[src/rtl/xadc_depacketizer.sv]
// ---------------------------------------------------------------------------
// xadc_depacketizer
//
// Purpose:
//   Decodes a COBS-framed byte stream (0x00 = frame delimiter) into XADC
//   samples. Each decoded frame carries three bytes: tag, sample[15:8],
//   sample[7:0]. The tag routes the sample to the voltage or the current
//   output stream. Frames that are malformed or carry an unknown tag are
//   rejected with a one-cycle frame_error pulse.
//
// Ports:
//   clk, reset_n                     clock, asynchronous active-low reset
//   s_tdata/s_tvalid/s_tready        COBS-encoded input byte stream (AXIS)
//   voltage_tdata/_tvalid/_tready    decoded voltage samples (AXIS)
//   current_tdata/_tvalid/_tready    decoded current-monitor samples (AXIS)
//   frame_error                      one-cycle pulse per rejected frame
//   error_count                      saturating count of rejected frames
//
// Configuration:
//   XADC_DEPACKETIZER_ERROR_COUNT_EN  when defined, error_count counts
//                                     frame_error pulses (saturating at 8'hFF);
//                                     otherwise it is tied to 8'h00.
// ---------------------------------------------------------------------------
module xadc_depacketizer #(
  parameter int         DATA_WIDTH  = 16,
  parameter logic [7:0] VOLTAGE_TAG = 8'h01,
  parameter logic [7:0] CURRENT_TAG = 8'h02
) (
  input  logic                  clk,
  input  logic                  reset_n,
  input  logic [7:0]            s_tdata,
  input  logic                  s_tvalid,
  output logic                  s_tready,
  output logic [DATA_WIDTH-1:0] voltage_tdata,
  output logic                  voltage_tvalid,
  input  logic                  voltage_tready,
  output logic [DATA_WIDTH-1:0] current_tdata,
  output logic                  current_tvalid,
  input  logic                  current_tready,
  output logic                  frame_error,
  output logic [7:0]            error_count
);

  typedef enum logic [1:0] {CODE, DATA, EMIT, DISCARD} state_e;

  state_e     state_q, state_d;
  logic [7:0] payload0_q, payload0_d;
  logic [7:0] payload1_q, payload1_d;
  logic [7:0] payload2_q, payload2_d;
  logic [1:0] payloadLen_q, payloadLen_d;
  logic [7:0] remaining_q, remaining_d;
  logic       zeroPending_q, zeroPending_d;
  logic       frameActive_q, frameActive_d;
  logic       frameError_q, frameError_d;
  logic       resetDone_q;

  logic       inFire;
  logic       outFire;
  logic       tagOk;
  logic       appendEn;
  logic [7:0] appendByte;
  logic       clearPayload;

  assign inFire = s_tvalid && s_tready;
  assign tagOk  = (payload0_q == VOLTAGE_TAG) || (payload0_q == CURRENT_TAG);

  // State and datapath registers. resetDone_q keeps s_tready low while reset
  // is held without a combinational path from reset_n to the output.
  always_ff @(posedge clk or negedge reset_n) begin
    if (!reset_n) begin
      state_q       <= CODE;
      payload0_q    <= 8'h00;
      payload1_q    <= 8'h00;
      payload2_q    <= 8'h00;
      payloadLen_q  <= 2'd0;
      remaining_q   <= 8'h00;
      zeroPending_q <= 1'b0;
      frameActive_q <= 1'b0;
      frameError_q  <= 1'b0;
      resetDone_q   <= 1'b0;
    end else begin
      state_q       <= state_d;
      payload0_q    <= payload0_d;
      payload1_q    <= payload1_d;
      payload2_q    <= payload2_d;
      payloadLen_q  <= payloadLen_d;
      remaining_q   <= remaining_d;
      zeroPending_q <= zeroPending_d;
      frameActive_q <= frameActive_d;
      frameError_q  <= frameError_d;
      resetDone_q   <= 1'b1;
    end
  end

  // Next-state and datapath update.
  always_comb begin
    state_d       = state_q;
    payload0_d    = payload0_q;
    payload1_d    = payload1_q;
    payload2_d    = payload2_q;
    payloadLen_d  = payloadLen_q;
    remaining_d   = remaining_q;
    zeroPending_d = zeroPending_q;
    frameActive_d = frameActive_q;
    frameError_d  = 1'b0;
    appendEn      = 1'b0;
    appendByte    = 8'h00;
    clearPayload  = 1'b0;

    case (state_q)
      CODE: begin
        if (inFire) begin
          if (s_tdata == 8'h00) begin
            // A delimiter with no preceding code byte is an empty frame.
            if (frameActive_q) begin
              frameActive_d = 1'b0;
              zeroPending_d = 1'b0;
              if (payloadLen_q == 2'd3 && tagOk) begin
                state_d = EMIT;
              end else begin
                frameError_d = 1'b1;
                clearPayload = 1'b1;
              end
            end
          end else begin
            frameActive_d = 1'b1;
            // The zero implied by the previous block only materialises once
            // another code byte proves it was not the trailing one.
            if (zeroPending_q && payloadLen_q == 2'd3) begin
              frameError_d = 1'b1;
              clearPayload = 1'b1;
              state_d      = DISCARD;
            end else begin
              appendEn      = zeroPending_q;
              appendByte    = 8'h00;
              remaining_d   = s_tdata - 8'd1;
              zeroPending_d = (s_tdata != 8'hFF);
              state_d       = (s_tdata == 8'h01) ? CODE : DATA;
            end
          end
        end
      end

      DATA: begin
        if (inFire) begin
          if (s_tdata == 8'h00) begin
            // Early delimiter: it already terminates the frame, so decoding
            // restarts directly at the next code byte instead of discarding
            // the following (good) frame.
            frameError_d  = 1'b1;
            clearPayload  = 1'b1;
            frameActive_d = 1'b0;
            state_d       = CODE;
          end else if (payloadLen_q == 2'd3) begin
            frameError_d = 1'b1;
            clearPayload = 1'b1;
            state_d      = DISCARD;
          end else begin
            appendEn    = 1'b1;
            appendByte  = s_tdata;
            remaining_d = remaining_q - 8'd1;
            if (remaining_q == 8'd1) begin
              state_d = CODE;
            end
          end
        end
      end

      DISCARD: begin
        if (inFire && s_tdata == 8'h00) begin
          frameActive_d = 1'b0;
          state_d       = CODE;
        end
      end

      EMIT: begin
        if (outFire) begin
          clearPayload = 1'b1;
          state_d      = CODE;
        end
      end

      default: state_d = CODE;
    endcase

    if (appendEn) begin
      case (payloadLen_q)
        2'd0:    payload0_d = appendByte;
        2'd1:    payload1_d = appendByte;
        2'd2:    payload2_d = appendByte;
        default: ;
      endcase
      payloadLen_d = payloadLen_q + 2'd1;
    end

    if (clearPayload) begin
      payload0_d    = 8'h00;
      payload1_d    = 8'h00;
      payload2_d    = 8'h00;
      payloadLen_d  = 2'd0;
      remaining_d   = 8'h00;
      zeroPending_d = 1'b0;
    end
  end

  // Outputs. The voltage tag wins if both tags are configured equal, so the
  // two outputs can never be valid together.
  always_comb begin
    s_tready       = resetDone_q && (state_q != EMIT);
    voltage_tvalid = (state_q == EMIT) && (payload0_q == VOLTAGE_TAG);
    current_tvalid = (state_q == EMIT) && (payload0_q == CURRENT_TAG)
                     && (payload0_q != VOLTAGE_TAG);
    voltage_tdata  = voltage_tvalid ? DATA_WIDTH'({payload1_q, payload2_q})
                                    : '0;
    current_tdata  = current_tvalid ? DATA_WIDTH'({payload1_q, payload2_q})
                                    : '0;
    outFire        = (voltage_tvalid && voltage_tready)
                     || (current_tvalid && current_tready);
    frame_error    = frameError_q;
  end

`ifdef XADC_DEPACKETIZER_ERROR_COUNT_EN
  logic [7:0] errorCount_q;

  // Saturating count of rejected frames.
  always_ff @(posedge clk or negedge reset_n) begin
    if (!reset_n) begin
      errorCount_q <= 8'h00;
    end else if (frameError_q && errorCount_q != 8'hFF) begin
      errorCount_q <= errorCount_q + 8'd1;
    end
  end

  assign error_count = errorCount_q;
`else
  assign error_count = 8'h00;
`endif

endmodule

[config.mk]
export PLATFORM = sky130hd
export DESIGN_NAME = xadc_depacketizer
export DESIGN_NICKNAME = d
export VERILOG_FILES = /design/src/rtl/xadc_depacketizer.sv
export SDC_FILE = /design/constraint.sdc
export NUM_CORES = 1
export LEC_CHECK = 0
export ABC_AREA = 1
export ABC_CLOCK_PERIOD_IN_PS = 5200
export CORE_ASPECT_RATIO = 1.25
export CORE_UTILIZATION = 56
export DETAILED_ROUTE_END_ITERATION = 12
export PLACE_DENSITY = 0.86
export SLEW_MARGIN = 10
export SYNTH_ARGS = -nofsm -noshare
export SYNTH_HDL_FRONTEND = slang
export SYNTH_SLANG_ARGS = --single-unit
[constraint.sdc]
create_clock -name clk -period 5.2 [get_ports clk]
set_input_delay 1.04 -clock clk [delete_from_list [all_inputs] [get_ports clk]]
set_output_delay 1.04 -clock clk [all_outputs]
set_load 0.02 [all_outputs]
==> qor.txt, run 1 <==
status: completed
I/O pin cnt: 57
final period utilization: 0.6850
drt wl/cell: 12.81 um
sum of buffers and inverters on the critical path: 4
Worst Path Arrival: 2.52 ns
Fillers: 421
grt peak-use layer: met2
clock input transition at the sequential cells of the worst setup and hold paths: 0.08 ns
GR Util met3: 0.04306
synthesized area: 2851 um^2
Tightest Pin Transition: 0.8923 ns
Skew-Pair Late Insertion Delay: 0.30 ns
first-pass GRT wire length: 11530 um
Routed Wire Length: 6699 um
Critical Path RT: 4.16 ns
clk root buf: clkbuf_8
clock power share: 0.192
LEAKAGE: 0.001735 uW
worst-path fanout max: 16
antenna diode count: 0
Overall Global Routing Usage: 0.2815
cell count after synthesis: 415
Unique masters post-synth: 30
Switch Pwr: 605.5 uW
initial antenna violation count: 0
core area: 4800 um^2
drt pass-1 iters: 6
Placed Cells: 515
internal power: 749.9 uW
layout cells sized above 1: 0.07343
slowest CP cell: clkdlybuf4s50_1
largest net degree at the start of global routing: 41
# Post-CTS Setup Buffers: 0
RSZ-0062 raised after global routing: no
H-tree depth: 2
CP dominant cell by count: inv_1
post-route ant nets: 0
clock buffer count from CTS: 5
CP Capture Type: primary output
total grt overflow: 0
Clock Sinks: 40
Placement Cell Area: 3327 um^2
startpoint class of the critical path: flop
Logic pwr share: 0.459
Non-Filler Instances: 523
DR vias/cell: 5.321
die height: 81.78 um
max incr delay on CP: 0.63 ns
register area share after synthesis: 0.3510
Final #Nets: 488
met1 Usage GRT: 0.3168
number of global-route vias before repair: 2609
Fin. Hold Viols: 0
Layout area overhead: 20.58%
Max clock buf depth: 2
register area: 1001 um^2
CP cell instances: inv_1 > ha_1 > inv_1 > nor3_1 > inv_1 > nor2_1 > clkdlybuf4s50_1
Starting Density: 0.5941
Hold Path Class: reg -> reg
# rows: 28
CP top delay family: buffers and inverters
Pins Over Slew Limit: 0
Crit Path Class: reg -> out
fmax: 280.8 MHz
I/O Buffers: 48
Final Instance Area: 3438 um^2
Setup-failing EPs final: 0
die area: 5383 um^2
Resized cells post-CTS: 0
FF+latch count, synth: 40
switching part of the total: 0.4468
Final Wtd Congestion: 0.9860
CTS tree: built
Max VDD drop: 285.8 uV
max cap viols: 0
Power per Cell Area: 394.2 nW/um^2
Fin Setup TNS: 0 ns
Tmin final: 3.562 ns
grt met2 use: 0.5112
area of the multi-input gates: 1528 um^2
die width: 65.83 um
hold_buf cts: 0
Vias: 2783
Remaining DRCs: 0
sequential fraction of design power: 0.349
Yosys warning count: 0
Syn Area/Cell: 6.871 um^2
worst relative slew slack: 0.4051
Clock Skews: 0.005196 ns
DRT iter0 DRCs: 211
Detail Placement HPWL: 5157 um
## worst min-delay path, cell delays in order, from the launching register on
cell and delay, ns:
dfrtp_1 0.35, nand3_1 0.07, nand2_1 0.05
## per-layer routing
layer / wire length, um / vias to the layer above
met1: 2671 / 1266
met2: 3372 / 119
met5: 0 / -
li1: - / 1380
met4: 191 / 0
met3: 464 / 18
## cells in the mapped netlist
cell | number | area [um^2]
nor2_2 | 2 | 12.51
o21ai_1 | 1 | 5.000
nand3_1 | 46 | 230.2
a21oi_2 | 2 | 17.52
nand2_1 | 105 | 394.1
nor2_4 | 1 | 11.26
a21oi_1 | 6 | 30.03
a41oi_1 | 1 | 8.760
buf_4 | 10 | 75.07
dfrtp_1 | 40 | 1001
clkbuf_1 | 3 | 11.26
a21oi_4 | 1 | 16.27
nor3_1 | 4 | 20.02
nor2_8 | 2 | 40.04
nand4_1 | 13 | 81.33
clkbuf_4 | 2 | 15.01
clkinv_2 | 2 | 10.01
conb_1 | 2 | 7.510
nand2_2 | 6 | 37.54
clkinv_4 | 1 | 8.760
ha_1 | 13 | 162.7
o31ai_1 | 1 | 7.510
inv_2 | 2 | 7.510
nand2_4 | 5 | 56.30
xnor2_1 | 1 | 8.760
nor2_1 | 60 | 225.2
inv_1 | 59 | 221.5
o21ai_0 | 21 | 105.1
xor2_1 | 2 | 17.52
or2_2 | 1 | 6.260
## registers in the layout, summed over array words and instances, names as in the netlist
| signal | count |
|---|---|
| payloadLen_q | 2 |
| zeroPending_q | 1 |
| payload1_q | 8 |
| frameActive_q | 1 |
| payload2_q | 8 |
| payload0_q | 8 |
| remaining_q | 8 |
| state_q | 2 |
| frame_error | 1 |
| resetDone_q | 1 |
## power groups by stage
stage          clock (uW)  sequential (uW)  combinational [uW]
2_1_floorplan           0              461                 493
3_3_place_gp            0              474                 600
3_5_place_dp            0              477                 617
4_1_cts               262              472                 618
5_1_grt               270              486                 718
6_report              260              473                 623
## layout by cell type (no fill, tap or decap), types with 2 or more instances in the layout
| master | synthesis | routed |
|---|---|---|
| nand2_1 | 105 | 105 |
| nor2_1 | 60 | 60 |
| inv_1 | 59 | 59 |
| clkdlybuf4s50_1 | 0 | 47 |
| nand3_1 | 46 | 46 |
| dfrtp_1 | 40 | 40 |
| o21ai_0 | 21 | 21 |
| nand4_1 | 13 | 13 |
| ha_1 | 13 | 13 |
| conb_1 | 2 | 9 |
| nand2_2 | 6 | 6 |
| a21oi_1 | 6 | 6 |
| nand2_4 | 5 | 5 |
| clkbuf_8 | 0 | 5 |
| nor3_1 | 4 | 4 |
| clkinv_2 | 2 | 3 |
| nor2_2 | 2 | 2 |
| nor2_8 | 2 | 2 |
| inv_2 | 2 | 2 |
| a21oi_2 | 2 | 2 |
| xor2_1 | 2 | 2 |
## final cells by class
cell class                 instances  share of cell area
multi-input combinational        303              0.4443
clock inverter                     3             0.01237
timing repair buffer              48              0.1383
sequential                        40              0.2911
tap                               60             0.02183
inverter                          64             0.07205
clock buffer                       5             0.02001
## per-stage QoR
step	total power (uW)	hold slack, ns	setup WS (ns)	utilization
floorplan	954.3	0.4687	2.074	-
global placement	1075	0.4815	2.049	0.6932
detailed placement	1094	0.4894	1.950	0.6932
CTS	1352	0.5078	1.612	0.7164
global route	1473	0.5389	1.355	0.7164
finish	1355	0.5032	1.638	0.7164
## worst paths after layout
path	start	end	slack, ns	cells after the start
worst min-delay path	payload1_q[3]	payload1_q[3]	0.50	2
worst min register to register	payload1_q[3]	payload1_q[3]	0.50	2
worst max-delay path	state_q[0]	current_tdata[15]	1.64	7
min in group asynchronous	reset_n	resetDone_q	0.86	1
max in group asynchronous	reset_n	payload1_q[4]	3.78	1
worst max register to register	state_q[1]	payload2_q[0]	2.85	8
## cells by family (layout without fill, tap and decap cells)
| kind of cell | after synthesis | count (layout) | synth area share |
|---|---|---|---|
| AOI/OAI and AO/OA | 33 | 33 | 0.06670 |
| xor gates and xnor gates | 3 | 3 | 0.009216 |
| buffers and inverters | 79 | 120 | 0.1224 |
| adders and majority gates | 13 | 13 | 0.05704 |
| other | 2 | 9 | 0.002634 |
| and+or+nand+nor | 245 | 245 | 0.3910 |
| DFF | 40 | 40 | 0.3510 |
Power figures use the tool's default switching activity.
==> run 2: changes to the inputs <==
--- a/config.mk
+++ b/config.mk
@@ -6,11 +6,11 @@
 export NUM_CORES = 1
 export LEC_CHECK = 0
 export ABC_AREA = 1
-export ABC_CLOCK_PERIOD_IN_PS = 5200
+export ABC_CLOCK_PERIOD_IN_PS = 3100
 export CORE_ASPECT_RATIO = 1.25
-export CORE_UTILIZATION = 56
+export CORE_UTILIZATION = 47
 export DETAILED_ROUTE_END_ITERATION = 12
-export PLACE_DENSITY = 0.86
+export PLACE_DENSITY = 0.77
 export SLEW_MARGIN = 10
 export SYNTH_ARGS = -nofsm -noshare
 export SYNTH_HDL_FRONTEND = slang
==> constraint.sdc (replaced) <==
create_clock -name clk -period 3.1 [get_ports clk]
set_input_delay 0.62 -clock clk [delete_from_list [all_inputs] [get_ports clk]]
set_output_delay 0.62 -clock clk [all_outputs]
set_load 0.02 [all_outputs]
==> run 2 against run 1 <==
  * Register-to-register slack worse by 2.1 ns
  * Sequential cell count is the same
  * Clock-buffer cell count stayed put
  * Final area increased by 2.8%
  * Critical endpoint is now current_tdata[8]
==> qor.txt, run 2 (same netlist as run 1, synthesis figures left out) <==
worst-path fanout max: 16 (unchanged)
Critical Path RT: 2.48 ns (-1.68 ns)
Fillers: 556 (+32%)
max cap viols: 0 (unchanged)
register area: 1001 um^2 (unchanged)
worst r2r src: state_q[1]
clk root buf: clkbuf_8
Layout area overhead: 23.96%
Routed Wire Length: 6787 um (+1.3%)
Final WS setup: 0.1224 ns (-1.516 ns)
reg2reg path depth: 10 (+2)
clock buffer count from CTS: 5 (unchanged)
Max clock buf depth: 2 (unchanged)
CP top delay family: buffers and inverters
Skew-Pair Late Insertion Delay: 0.30 ns (about the same)
drt pass-1 iters: 5 (-1)
Worst Path Arrival: 2.36 ns (-0.16 ns)
Reg2Reg Capture Point: remaining_q[4]
Worst R2R Setup Slack: 0.74 ns (-2.11 ns)
Max VDD drop: 376.9 uV (+32%)
antenna diode count: 0 (unchanged)
die area: 6384 um^2 (+19%)
most frequent cells in the layout: 105 x nand2_1, 59 x nor2_1, 57 x inv_1
Crit. Startpoint: state_q[0]
Pins Over Slew Limit: 0 (unchanged)
Final Wtd Congestion: 0.9632 (-2.3%)
initial antenna violation count: 0 (unchanged)
number of stages on the worst setup path: 7 (unchanged)
H-tree depth: 2 (unchanged)
I/O Buffers: 48 (unchanged)
first-pass GRT wire length: 11250 um (-2.4%)
Clock Skews: 0.006117 ns (+0.0009205 ns)
core area: 5818 um^2 (+21%)
Remaining DRCs: 0 (unchanged)
fmax: 335.8 MHz
Overall Global Routing Usage: 0.2284 (-0.05301)
area of the multi-input gates: 1535 um^2 (+0.49%)
slowest CP cell: clkdlybuf4s50_1
DR vias/cell: 5.151 (-3.2%)
# rows: 31 (+11%)
crit path capture: current_tdata[8]
Tightest Pin Transition: 0.8849 ns (-0.007359 ns)
Starting Density: 0.4901 (-0.1040)
Power per Cell Area: 643.9 nW/um^2 (+63%)
post-route ant nets: 0 (unchanged)
Tmin final: 2.978 ns
CP Capture Type: primary output
Vias: 2735 (-1.7%)
status: completed
DRT iter0 DRCs: 228 (+8.1%)
Clock Sinks: 40 (unchanged)
Setup WS pre-CTS: 0.2663 ns (-1.683 ns)
largest net degree at the start of global routing: 41 (unchanged)
worst relative slew slack: 0.4101 (+0.004906)
startpoint class of the critical path: flop
max incr delay on CP: 0.61 ns (-0.02 ns)
total grt overflow: 0 (unchanged)
die height: 89.09 um (+8.9%)
Fin. Hold Viols: 0 (unchanged)
drt wl/cell: 12.78 um (-0.21%)
die width: 71.67 um (+8.9%)
CP cell instances: inv_1 > ha_1 > inv_1 > nor3_2 > inv_2 > nor2_1 > clkdlybuf4s50_1
CTS tree: built
sum of buffers and inverters on the critical path: 4 (unchanged)
final period utilization: 0.9605
Setup-failing EPs final: 0 (unchanged)
Detail Placement HPWL: 5132 um (-0.49%)
commonest non-fill, non-tap cell in the layout: nand2_1
total power: 2276 uW (+68%)
number of global-route vias before repair: 2489 (-4.6%)
clock input transition at the sequential cells of the worst setup and hold paths: 0.08 ns (about the same)
I/O pin cnt: 57 (unchanged)
layout cells sized above 1: 0.08602 (+0.01259)
Final #Nets: 490 (+0.41%)
Hold Path Class: in -> async
CP dominant cell by count: inv_1
Crit Path Class: reg -> out
LEAKAGE: 0.002127 uW (+23%)
==> run 2: cell types whose count changed in the layout (fill, tap and decap cells not counted) <==
cell | previous run | this run
buf_4 | 0 | 1
inv_1 | 59 | 57
clkdlybuf4s50_1 | 47 | 27
nor3_2 | 0 | 1
nor2_1 | 60 | 59
inv_2 | 2 | 3
clkinvlp_4 | 1 | 2
buf_12 | 0 | 1
nor2_2 | 2 | 3
nor3_1 | 4 | 3
dlymetal6s2s_1 | 0 | 20
==> run 2: timing repair <==
item / 4_1_cts / 5_1_grt
endpoints found under the setup margin: 16 / 32
resized for setup: 1 / 23
hold buffers: 0 / 0
setup buffers: 0 / 1
==> run 2: stage by stage <==
step                      area, um^2  hold slack [ns]  utilization  setup TNS (ns)  cells
after floorplan                 2878           0.3244            -               0    422
after global placement          3342           0.4823       0.5744               0    522
after detailed placement        3342           0.4877       0.5744               0    522
after CTS                       3453           0.4762       0.5935               0    530
after global routing            3535           0.5112       0.6075         -0.2418    531
final                           3535           0.4390       0.6075               0    531
==> run 2: layer usage <==
layer  up-vias  global-route usage  wire, um
met5         -                   0         0
met4         0              0.1141       250
met3        23             0.03157       347
met2       102              0.4031      3304
met1      1231              0.2741      2886
li1       1379                   -         -
==> run 2: area by class of cell <==
cell class	count	share of cell area
inverter	64	0.07115
clock buffer	5	0.01947
clock inverter	3	0.01204
tap	66	0.02336
timing repair buffer	50	0.1565
sequential	40	0.2832
multi-input combinational	303	0.4343
==> run 2: worst min path at each step <==
stage / startpoint / to / cells past startpoint
after global routing: reset_n / payload2_q[3] / 1
after global placement: payload0_q[4] / payload0_q[4] / 2
final: reset_n / payload2_q[1] / 1
after floorplan: reset_n / frameActive_q / 0
after CTS: reset_n / payload2_q[0] / 1
after detailed placement: payload1_q[1] / payload1_q[1] / 2
==> run 2: report_power, final <==
group          switching [uW]  internal (uW)  leakage, uW
combinational             703            346      0.00154
sequential                117            677     0.000528
clock                     196            238    0.0000541
total                    1020           1260      0.00213
==> run 3: changes to the inputs <==
--- a/config.mk
+++ b/config.mk
@@ -8,9 +8,8 @@
 export ABC_AREA = 1
 export ABC_CLOCK_PERIOD_IN_PS = 3100
 export CORE_ASPECT_RATIO = 1.25
-export CORE_UTILIZATION = 47
+export CORE_UTILIZATION = 38
 export DETAILED_ROUTE_END_ITERATION = 12
-export PLACE_DENSITY = 0.77
 export SLEW_MARGIN = 10
 export SYNTH_ARGS = -nofsm -noshare
 export SYNTH_HDL_FRONTEND = slang
==> run 3 against run 2 <==
  * Sequential power hardly changed
  * Via count is 2.6% lower
  * Final cell count is 4.1% higher
  * Sequential cell count stayed put
  * Clock-buffer cell count is 1 higher
  * Critical endpoint is now current_tdata[6]
  * Highest routed layer unchanged
==> qor.txt, run 3 (same netlist as run 1, synthesis figures left out) <==
clk root buf: clkbuf_8
Tightest Pin Transition: 0.9096 ns (+0.02464 ns)
status: completed
drt pass-1 iters: 4 (-1)
worst relative slew slack: 0.3936 (-0.01642)
DR vias/cell: 4.819 (-6.4%)
Remaining DRCs: 0 (unchanged)
Skew-Pair Late Insertion Delay: 0.29 ns (about the same)
first-pass GRT wire length: 11540 um (+2.6%)
layout cells sized above 1: 0.07775 (-0.008268)
initial antenna violation count: 0 (unchanged)
I/O pin cnt: 57 (unchanged)
die width: 79.48 um (+11%)
worst-path fanout max: 16 (unchanged)
post-route ant nets: 0 (unchanged)
Final Instance Area: 3455 um^2 (-2.3%)
Critical Path RT: 2.48 ns (about the same)
Power per Cell Area: 624.6 nW/um^2 (-3.0%)
CTS tree: built
Detail Placement HPWL: 5190 um (+1.1%)
Hold Path Class: in -> async
Tmin final: 2.887 ns (-0.09092 ns)
Util after Layout: 0.4863 (-0.1213)
I/O Buffers: 48 (unchanged)
clock buffer count from CTS: 5 (unchanged)
final period utilization: 0.9312 (-0.02933)
LEAKAGE: 0.001728 uW (-19%)
Routed Wire Length: 6749 um (-0.56%)
Worst Path Arrival: 2.27 ns (-0.09 ns)
Starting Density: 0.4014 (-0.08873)
Overall Global Routing Usage: 0.1862 (-0.04225)
Fillers: 732 (+32%)
die height: 98.85 um (+11%)
total grt overflow: 0 (unchanged)
die area: 7857 um^2 (+23%)
Final #Nets: 489 (-0.20%)
antenna diode count: 0 (unchanged)
Final Wtd Congestion: 0.8812 (-8.5%)
Fin Setup TNS: 0 ns (unchanged)
DRT iter0 DRCs: 89 (-61%)
Crit Path Class: reg -> out
Fin. Hold Viols: 0 (unchanged)
H-tree depth: 2 (unchanged)
Clock Sinks: 40 (unchanged)
Layout area overhead: 21.15%
most frequent cells in the layout: 105 x nand2_1, 60 x nor2_1, 57 x inv_1
largest net degree at the start of global routing: 41 (unchanged)
core area: 7104 um^2 (+22%)
max cap viols: 0 (unchanged)
commonest non-fill, non-tap cell in the layout: nand2_1
RSZ-0062 raised after global routing: no
Vias: 2665 (-2.6%)
number of global-route vias before repair: 2506 (+0.68%)
CP Capture Type: primary output
drt wl/cell: 12.20 um (-4.5%)
# rows: 34 (+9.7%)
clock input transition at the sequential cells of the worst setup and hold paths: 0.08 ns (about the same)
Clock Skews: 0.005471 ns (-0.0006456 ns)
startpoint class of the critical path: flop
Max VDD drop: 387.4 uV (+2.8%)
fmax: 346.4 MHz (+3.1%)
Max clock buf depth: 2 (unchanged)
Pins Over Slew Limit: 0 (unchanged)
Placement Cell Area: 3372 um^2 (+0.90%)
Setup-failing EPs final: 0 (unchanged)
==> run 3: cell count changes in the layout (fill, tap and decap cells not counted), sizes merged <==
cell,delta
dlymetal6s2s,-20
bufinv,-1
clkbuf,+1
inv,+1
clkinvlp,-2
buf,-1
clkdlybuf4s50,+20
==> run 3: per-layer routing <==
layer | global-route usage | vias to the layer above | share of wire
met3 | 0.02963 | 24 | 0.040
met4 | 0.09371 | 0 | 0.037
met5 | 0 | - | 0
li1 | - | 1381 | -
met1 | 0.2300 | 1174 | 0.43
met2 | 0.3097 | 86 | 0.49
==> run 3: path summary, 6_finish.rpt <==
path | slack (ns) | cells after the start | startpoint | endpoint
setup / recovery | 0.21 | 7 | state_q[0] | current_tdata[6]
hold / removal | 0.45 | 1 | reset_n | remaining_q[0]
setup reg to reg | 0.76 | 8 | state_q[1] | payload2_q[1]
hold reg to reg | 0.50 | 2 | payload1_q[2] | payload1_q[2]
max in group asynchronous | 2.07 | 1 | reset_n | payload0_q[3]
min in group clk | 0.50 | 2 | payload1_q[2] | payload1_q[2]
==> run 3: timing repair <==
action | 4_1_cts | 5_1_grt
endpoints found under the setup margin | 0 | 32
resized for setup | 0 | 3
setup buffers | 0 | 0
hold buffers | 0 | 0
==> run 3: metrics by stage <==
step | power, uW | std cells | hold slack, ns | worst slack (ns)
6_report | 2158 | 553 | 0.4536 | 0.2133
2_1_floorplan | 1601 | 422 | 0.3244 | 0.3937
4_1_cts | 2174 | 553 | 0.4950 | 0.005181
3_3_place_gp | 1829 | 546 | 0.4842 | 0.3452
3_5_place_dp | 1834 | 546 | 0.4878 | 0.2399
5_1_grt | 2359 | 553 | 0.5237 | 0.03110
==> run 3: area by class of cell <==
| class | instances | area (um^2) | area share |
|---|---|---|---|
| multi-input combinational | 303 | 1533 | 0.4437 |
| clock buffer | 6 | 72.57 | 0.02101 |
| clock inverter | 1 | 5.005 | 0.001449 |
| timing repair buffer | 49 | 483.0 | 0.1398 |
| inverter | 64 | 247.7 | 0.07171 |
| sequential | 40 | 1001 | 0.2898 |
| tap | 90 | 112.6 | 0.03260 |
==> run 3: critical path, stage by stage, from the launching register on <==
cell	delay [ns]
dfrtp_1	0.42
inv_1	0.10
ha_1	0.26
inv_1	0.09
nor3_2	0.22
inv_2	0.16
nor2_1	0.11
clkdlybuf4s50_1	0.61
==> run 3: where the power goes <==
group	internal [uW]	switching (uW)	leakage, uW
logic	344	688	0.00116
registers	677	115	0.000528
clock network	153	181	0.0000410
total	1170	984	0.00173
